$ cat src/rtl/gray_pkg.sv
// Shared types and constants for the Gray-code receive monitor.
package gray_pkg;

    typedef enum logic [1:0] {
        IDLE  = 2'd0,
        TRACK = 2'd1,
        ERR   = 2'd2
    } gray_state_e;

    localparam int                  ERRCNT_W   = 8;
    localparam logic [ERRCNT_W-1:0] ERRCNT_SAT = 8'd255;

endpackage

$ cat src/rtl/gray_to_bin.sv
// Combinational Gray-to-binary decoder: each binary bit is the XOR of all Gray bits at or above it.
module gray_to_bin #(
    parameter int WIDTH = 3
) (
    input  logic [WIDTH-1:0] gray_i,
    output logic [WIDTH-1:0] bin_o
);

    for (genvar i = 0; i < WIDTH; i++) begin : g_bit
        assign bin_o[i] = ^gray_i[WIDTH-1:i];
    end

endmodule

$ cat src/rtl/gray_rx_monitor.sv
// Gray-code sample monitor: decodes, checks sequence continuity, flags wrap and sequence errors.
// Optional saturating error counter enabled by defining GRAY_RX_ERRCNT_EN.
module gray_rx_monitor
    import gray_pkg::*;
#(
    parameter int WIDTH = 3
) (
    input  logic                Clk,
    input  logic                Reset,
    input  logic                In_valid,
    input  logic [WIDTH-1:0]    Gray_in,
    output logic                Out_valid,
    output logic [WIDTH-1:0]    Binary,
    output logic                Locked,
    output logic                Wrap,
    output logic                Seq_err,
    output logic [ERRCNT_W-1:0] Err_count
);

    localparam logic [WIDTH-1:0] BIN_MAX = {WIDTH{1'b1}};
    localparam logic [WIDTH-1:0] BIN_ONE = {{(WIDTH-1){1'b0}}, 1'b1};

    gray_state_e      state_q, state_d;
    logic [WIDTH-1:0] last_bin_q, last_bin_d;
    logic [WIDTH-1:0] dec_s, next_bin_s;
    logic             out_valid_q, out_valid_d;
    logic             locked_q, locked_d;
    logic             wrap_q, wrap_d;
    logic             seq_err_q, seq_err_d;

    gray_to_bin #(.WIDTH(WIDTH)) u_dec (
        .gray_i (Gray_in),
        .bin_o  (dec_s)
    );

    assign next_bin_s = last_bin_q + BIN_ONE;

    // Next-state, accepted value and flag computation
    always_comb begin
        state_d     = state_q;
        last_bin_d  = last_bin_q;
        out_valid_d = 1'b0;
        seq_err_d   = 1'b0;
        wrap_d      = wrap_q;
        if (In_valid) begin
            case (state_q)
                TRACK: begin
                    if (dec_s == last_bin_q) begin
                        out_valid_d = 1'b1;
                    end else if (dec_s == next_bin_s) begin
                        last_bin_d  = dec_s;
                        out_valid_d = 1'b1;
                        if (last_bin_q == BIN_MAX) begin
                            wrap_d = 1'b1;
                        end else begin
                            wrap_d = wrap_q;
                        end
                    end else begin
                        seq_err_d = 1'b1;
                        state_d   = ERR;
                    end
                end
                IDLE, ERR: begin
                    // fresh lock and post-error resync take the sample as the new reference
                    last_bin_d  = dec_s;
                    out_valid_d = 1'b1;
                    state_d     = TRACK;
                end
                default: begin
                    state_d = IDLE;
                end
            endcase
        end else begin
            state_d = state_q;
        end
        locked_d = (state_d == TRACK);
    end

    // State and output registers
    always_ff @(posedge Clk or negedge Reset) begin
        if (!Reset) begin
            state_q     <= IDLE;
            last_bin_q  <= {WIDTH{1'b0}};
            out_valid_q <= 1'b0;
            locked_q    <= 1'b0;
            wrap_q      <= 1'b0;
            seq_err_q   <= 1'b0;
        end else begin
            state_q     <= state_d;
            last_bin_q  <= last_bin_d;
            out_valid_q <= out_valid_d;
            locked_q    <= locked_d;
            wrap_q      <= wrap_d;
            seq_err_q   <= seq_err_d;
        end
    end

    assign Out_valid = out_valid_q;
    assign Binary    = last_bin_q;
    assign Locked    = locked_q;
    assign Wrap      = wrap_q;
    assign Seq_err   = seq_err_q;

`ifdef GRAY_RX_ERRCNT_EN
    logic [ERRCNT_W-1:0] err_count_q, err_count_d;

    // Saturating error counter, advanced alongside each sequence error
    always_comb begin
        if (seq_err_d && (err_count_q != ERRCNT_SAT)) begin
            err_count_d = err_count_q + {{(ERRCNT_W-1){1'b0}}, 1'b1};
        end else begin
            err_count_d = err_count_q;
        end
    end

    // Error counter register
    always_ff @(posedge Clk or negedge Reset) begin
        if (!Reset) begin
            err_count_q <= {ERRCNT_W{1'b0}};
        end else begin
            err_count_q <= err_count_d;
        end
    end

    assign Err_count = err_count_q;
`else
    assign Err_count = {ERRCNT_W{1'b0}};
`endif

endmodule

$ cat config.mk
export PLATFORM = sky130hd
export DESIGN_NAME = gray_rx_monitor
export DESIGN_NICKNAME = d
export VERILOG_FILES = /design/src/rtl/gray_pkg.sv /design/src/rtl/gray_to_bin.sv /design/src/rtl/gray_rx_monitor.sv
export SDC_FILE = /design/constraint.sdc
export NUM_CORES = 1
export LEC_CHECK = 0
export ABC_AREA = 1
export BUFFER_PORTS_ARGS = -buffer_cell sky130_fd_sc_hd__buf_2
export CORE_MARGIN = 1.5
export CORE_UTILIZATION = 47
export CTS_CLUSTER_SIZE = 40
export DETAILED_ROUTE_END_ITERATION = 6
export HOLD_SLACK_MARGIN = 0.02
export PLACE_DENSITY = 0.75
export RECOVER_POWER = 25
export SLEW_MARGIN = 40
export SYNTH_ARGS = -nofsm -noshare
export SYNTH_HDL_FRONTEND = slang
export SYNTH_HIERARCHICAL = 1
export SYNTH_SLANG_ARGS = --single-unit
$ cat constraint.sdc
create_clock -name Clk -period 2.1 [get_ports Clk]
set_input_delay 0.21 -clock Clk [delete_from_list [all_inputs] [get_ports Clk]]
set_output_delay 0.21 -clock Clk [all_outputs]
set_load 0.1 [all_outputs]
== After elaboration in Yosys (flattened, before gate mapping) ==
Cells that the tools add are included.

* Add/sub/neg operators: 1
* Equal/unequal tests: 8
* Muxes and demuxes: 15
* Bitwise gates (word level): 1
* Reduce and logical (&&, ||, !) cells: 7

{| class="wikitable"
|+ Operators by type and width
! kind !! count
|-
| 1-bit two-way mux || 7
|-
| 3-bit == test || 2
|-
| 2-bit two-way mux || 3
|-
| 3-bit two-way mux || 2
|-
| 3-bit case mux with 2 select lines || 1
|-
| 5-bit AND reduction || 1
|-
| 2-bit by 1-bit == test with 1-bit output, second input constant || 2
|-
| 2-bit inequality test, second input constant || 2
|-
| 2-bit case mux with 2 select lines || 1
|-
| 4-bit AND reduction || 1
|-
| 3-bit by 1-bit adder with 3-bit output, second input constant || 1
|-
| 3-bit == test, second input constant || 1
|-
| 3-bit XOR reduction || 1
|-
| 2-bit == test, second input constant || 1
|-
| 2-bit logical NOT || 1
|-
| 1-bit case mux with 2 select lines || 1
|-
| 2-bit nonzero test || 1
|-
| 2-bit OR reduction || 1
|-
| 2-bit XOR reduction || 1
|-
| 1-bit inverter || 1
|}

* Register bits: 9
* Bits of input ports: 6
* Output and inout port bits: 15
* Logic and storage cells: 38

== Longest topological paths before layout ==
* Word-level depth: 7
* Gate-level depth with buffers: 14
* Gate-level depth less buffers: 14

== Hierarchy ==
Netlist, hierarchy kept.

{| class="wikitable"
|+ By module, submodules not included
! module !! instances !! cells each !! area an instance (µm²) !! sequential area each (µm²)
|-
| gray_rx_monitor || 1 || 72 || 565.5 || 225.2
|-
| gray_to_bin || 1 || 12 || 51.3 || 0.0
|}

== Worst setup path before layout ==
Ideal clock, no wire load.

* Path type: register -> register
* Start: register last_bin_q[1] (netlist: Binary[1])
* End: register last_bin_q[1] (netlist: Binary[1])
* Setup time: 0.121 ns
* Arrival: 2.023 ns
* Required time: 1.979 ns
* Slack: -0.044 ns
* Cell stages (with the launch flop): 11
* Path buffers: 0
* Clock period less this slack: 2.144 ns
* Cell sequence: dfrtp_1 -> ha_1 -> ha_1 -> inv_1 -> nand2_1 -> nand2_1 -> nand3_2 -> nor2_4 -> nand2_2 -> nand3_1 -> nand2_1

* Cells in the longest elaborated chain, start to end: 4
* Elaborated cells between the ends (all ways): 6
* Those cells by class: 1 x add/sub; 4 x eq/ne; 1 x reduce/logical

{| class="wikitable"
|+ RTL lines
! what !! line !! RTL
|-
| start, declared || gray_rx_monitor.sv:24 || <nowiki>logic [WIDTH-1:0] last_bin_q, last_bin_d;</nowiki>
|-
| start signal, assigned || gray_rx_monitor.sv:83 || <nowiki>last_bin_q <= {WIDTH{1'b0}};</nowiki>
|-
| start signal, assigned || gray_rx_monitor.sv:90 || <nowiki>last_bin_q <= last_bin_d;</nowiki>
|-
| 3-bit by 1-bit adder with 3-bit output || gray_rx_monitor.sv:36 || <nowiki>assign next_bin_s = last_bin_q + BIN_ONE;</nowiki>
|-
| 3-bit == test || gray_rx_monitor.sv:50 || <nowiki>end else if (dec_s == next_bin_s) begin</nowiki>
|-
| 2-bit inequality test (no line) || n/a ||
|-
| 4-bit AND reduction (no line) * || n/a ||
|}

Mark *: on every way between the ends. The rest lies on a longest branch, timed or not.
A chain may end at the register's enable or synchronous reset.

== Worst setup path in the final report ==
* Start: register last_bin_q[0] (netlist: Binary[0])
* End: register locked_q (netlist: Locked)

* Cells in the longest elaborated chain, start to end: 7
* Elaborated cells between the ends (all ways): 8
* Those cells by class: 1 x add/sub; 3 x eq/ne; 4 x mux

{| class="wikitable"
|+ RTL lines
! what !! line !! RTL
|-
| 3-bit by 1-bit adder with 3-bit output || gray_rx_monitor.sv:36 ||
|-
| 3-bit == test || gray_rx_monitor.sv:50 ||
|-
| 2-bit two-way mux || gray_rx_monitor.sv:50 ||
|-
| 2-bit two-way mux * || gray_rx_monitor.sv:48 || <nowiki>if (dec_s == last_bin_q) begin</nowiki>
|-
| 2-bit case mux with 2 select lines * || gray_rx_monitor.sv:46 || <nowiki>case (state_q)</nowiki>
|-
| 2-bit two-way mux * || gray_rx_monitor.sv:45 || <nowiki>if (In_valid) begin</nowiki>
|-
| 2-bit by 1-bit == test with 1-bit output * || gray_rx_monitor.sv:76 || <nowiki>locked_d = (state_d == TRACK);</nowiki>
|-
| named net locked_d || gray_rx_monitor.sv:27 || <nowiki>logic locked_q, locked_d;</nowiki>
|-
| end signal, assigned || gray_rx_monitor.sv:92 || <nowiki>locked_q <= locked_d;</nowiki>
|-
| end, declared || gray_rx_monitor.sv:27 ||
|}

Mark *: on every way through the listed nets, which the timed path passes. The rest lies on a longest branch.

==> flow_summary.json <==
{
  "antenna_found_initial": 0,
  "cts_sinks": 9,
  "multiInputGateArea_um2": 298,
  "cts-htree-levels": 1,
  "drcViolationCount": 0,
  "post_cts_resized": 0,
  "area_growth_pct": 12.0,
  "ys_types": 18,
  "fin_crit_sh_pct": 79.8,
  "grt_use_met3_pct": 6.94,
  "ys_ff_latch": 9,
  "cp.arrival_ps": 1860,
  "avgRoutedWirePerCell_um": 8.70,
  "netlist_instances": 84,
  "vias_per_cell": 4.48,
  "hp-class": "primary input to flop",
  "track_usage_pct": 16.6,
  "fmax_mhz": 596,
  "grt_pass1_wl_mm": 1.67,
  "die_area_mm2": 0.00154,
  "avgSynthCellArea_um2": 7.34,
  "holdWs_ps": 256,
  "mostFrequentLayoutCells": "nand2_1, inv_1, buf_2",
  "cts_tree": "done",
  "clock_skew_ps": 1.42,
  "drt_iter0_drc": 8,
  "port_buffers": 12,
  "die-width_um": 39.2,
  "place_congestion": 0.807,
  "nFillCells": 109,
  "cp.required_ps": 2280,
  "ctsLongestPathBuffers": 2,
  "syn_area_um2": 617,
  "fin_tns_setup_ps": 0,
  "rsz0062_at_grt": "no",
  "numCtsBuffers": 3,
  "grt_pass1_vias": 464,
  "antenna_left": 0,
  "met2_usage_pct": 31.3,
  "seq_area_frac_synth_pct": 36.5,
  "clk_pin_slew_ps": 50,
  "root_buffer": "clkbuf_4",
  "wirelength_um": 983,
  "finalCriticalPeriod_ps": 1680,
  "grt-busiest-layer": "met2",
  "clk_latency_ps": 250,
  "ioPinCount": 21,
  "grt_max_degree": 10,
  "ys_warn_count": 6,
  "hold_violations": 0,
  "fin_ws_ps": 423,
  "drive_above_1_share_pct": 24.2,
  "placementRows": 12,
  "regArea_um2": 228,
  "firstDrtPassIters": 4,
  "cp-start-kind": "flop",
  "hold_depth": 3,
  "setup-violations-final": 0,
  "path_max_fanout": 5,
  "diodes": 0,
  "die_h_um": 39.2,
  "dr_total_vias": 506,
  "place_ws_ps": 433,
  "initial_core_util_pct": 52.7,
  "core_region_area_mm2": 0.00117,
  "grt_overflow": 0,
  "gr-usage-met1_pct": 15.9,
  "outcome": "finished, final reports clean",
  "slew_viol_final": 0,
  "path_class": "flop to flop",
  "mostFrequentLayoutCell": "nand2_1",
  "reg2reg_depth": 11,
  "drv_cap": 0,
  "nets": 108,
  "critPathCaptureType": "flop"
}
[path summary, 6_finish.rpt]
check,startpoint,end,slack (ps)
max in group asynchronous,Reset,Binary[0],1320
min in group asynchronous,Reset,Wrap,430
max reg2reg,Binary[0],Locked,420
max,Binary[0],Locked,420
min,Gray_in[2],Binary[2],260
min reg2reg,Wrap,Wrap,470
[per-layer routing]
layer | vias up | wire [um]
li1 | 267 | -
met1 | 220 | 405
met2 | 19 | 512
met3 | 0 | 64
met4 | 0 | 0
met5 | - | 0
[worst max-delay path, cell delays in order (launching register included)]
cell and delay, ps:
dfrtp_2 430, ha_1 200, ha_1 280, inv_1 60, nand2_1 40, nand2_1 60, nand3_2 120, nand2_1 80
nand2_1 50, nand2_1 50, nand2_1 100, a21oi_2 130
[cell type report]
type                       instances  area share, %
tap                               14           2.54
clock buffer                       4           3.80
timing repair buffer              13           9.96
multi-input combinational         59           43.1
sequential                         9           33.0
inverter                          14           7.61
[synth_stat cells, drive strengths merged]
| cell | n | area share [%] |
|---|---|---|
| xnor2 | 2 | 2.8 |
| nor2 | 3 | 3.0 |
| nand2 | 34 | 23 |
| o21ai | 2 | 1.6 |
| nand4 | 1 | 1.0 |
| dfrtp | 9 | 37 |
| o22ai | 1 | 1.0 |
| a21oi | 1 | 1.4 |
| conb | 1 | 0.61 |
| buf | 9 | 11 |
| nand3 | 5 | 5.7 |
| inv | 14 | 8.5 |
| ha | 2 | 4.1 |
[cells by family (layout without fill, tap and decap cells)]
family / Yosys count / after routing / share of synthesized area (%)
flip-flops: 9 / 9 / 36.5
AND/OR/NAND/NOR: 43 / 43 / 32.5
buffers and inverters: 23 / 31 / 19.5
XOR/XNOR: 2 / 2 / 2.84
AO/OA/AOI/OAI: 4 / 4 / 4.06
other: 1 / 8 / 0.608
adder cells (fa/ha/maj): 2 / 2 / 4.06
[sequential cells by signal, summed over array words and instances, names as in the netlist]
register   count
Out_valid      1
Binary         3
state_q        2
Wrap           1
Seq_err        1
Locked         1
[metrics by stage]
stage | instance area (um^2) | std cells | util [%]
CTS | 692 | 113 | 59.1
finish | 691 | 113 | 59.0
floorplan | 646 | 91 | -
detailed placement | 656 | 108 | 56.0
global route | 691 | 113 | 59.0
global placement | 656 | 108 | 56.0
[timing repair]
item                                   in CTS  in global routing
hold buffers                                1                  0
endpoints found under the hold margin       9                  0
setup buffers                               0                  0
Power is not shown: default switching activity piles up to over one toggle a cycle in this logic, so the estimate is an artifact.
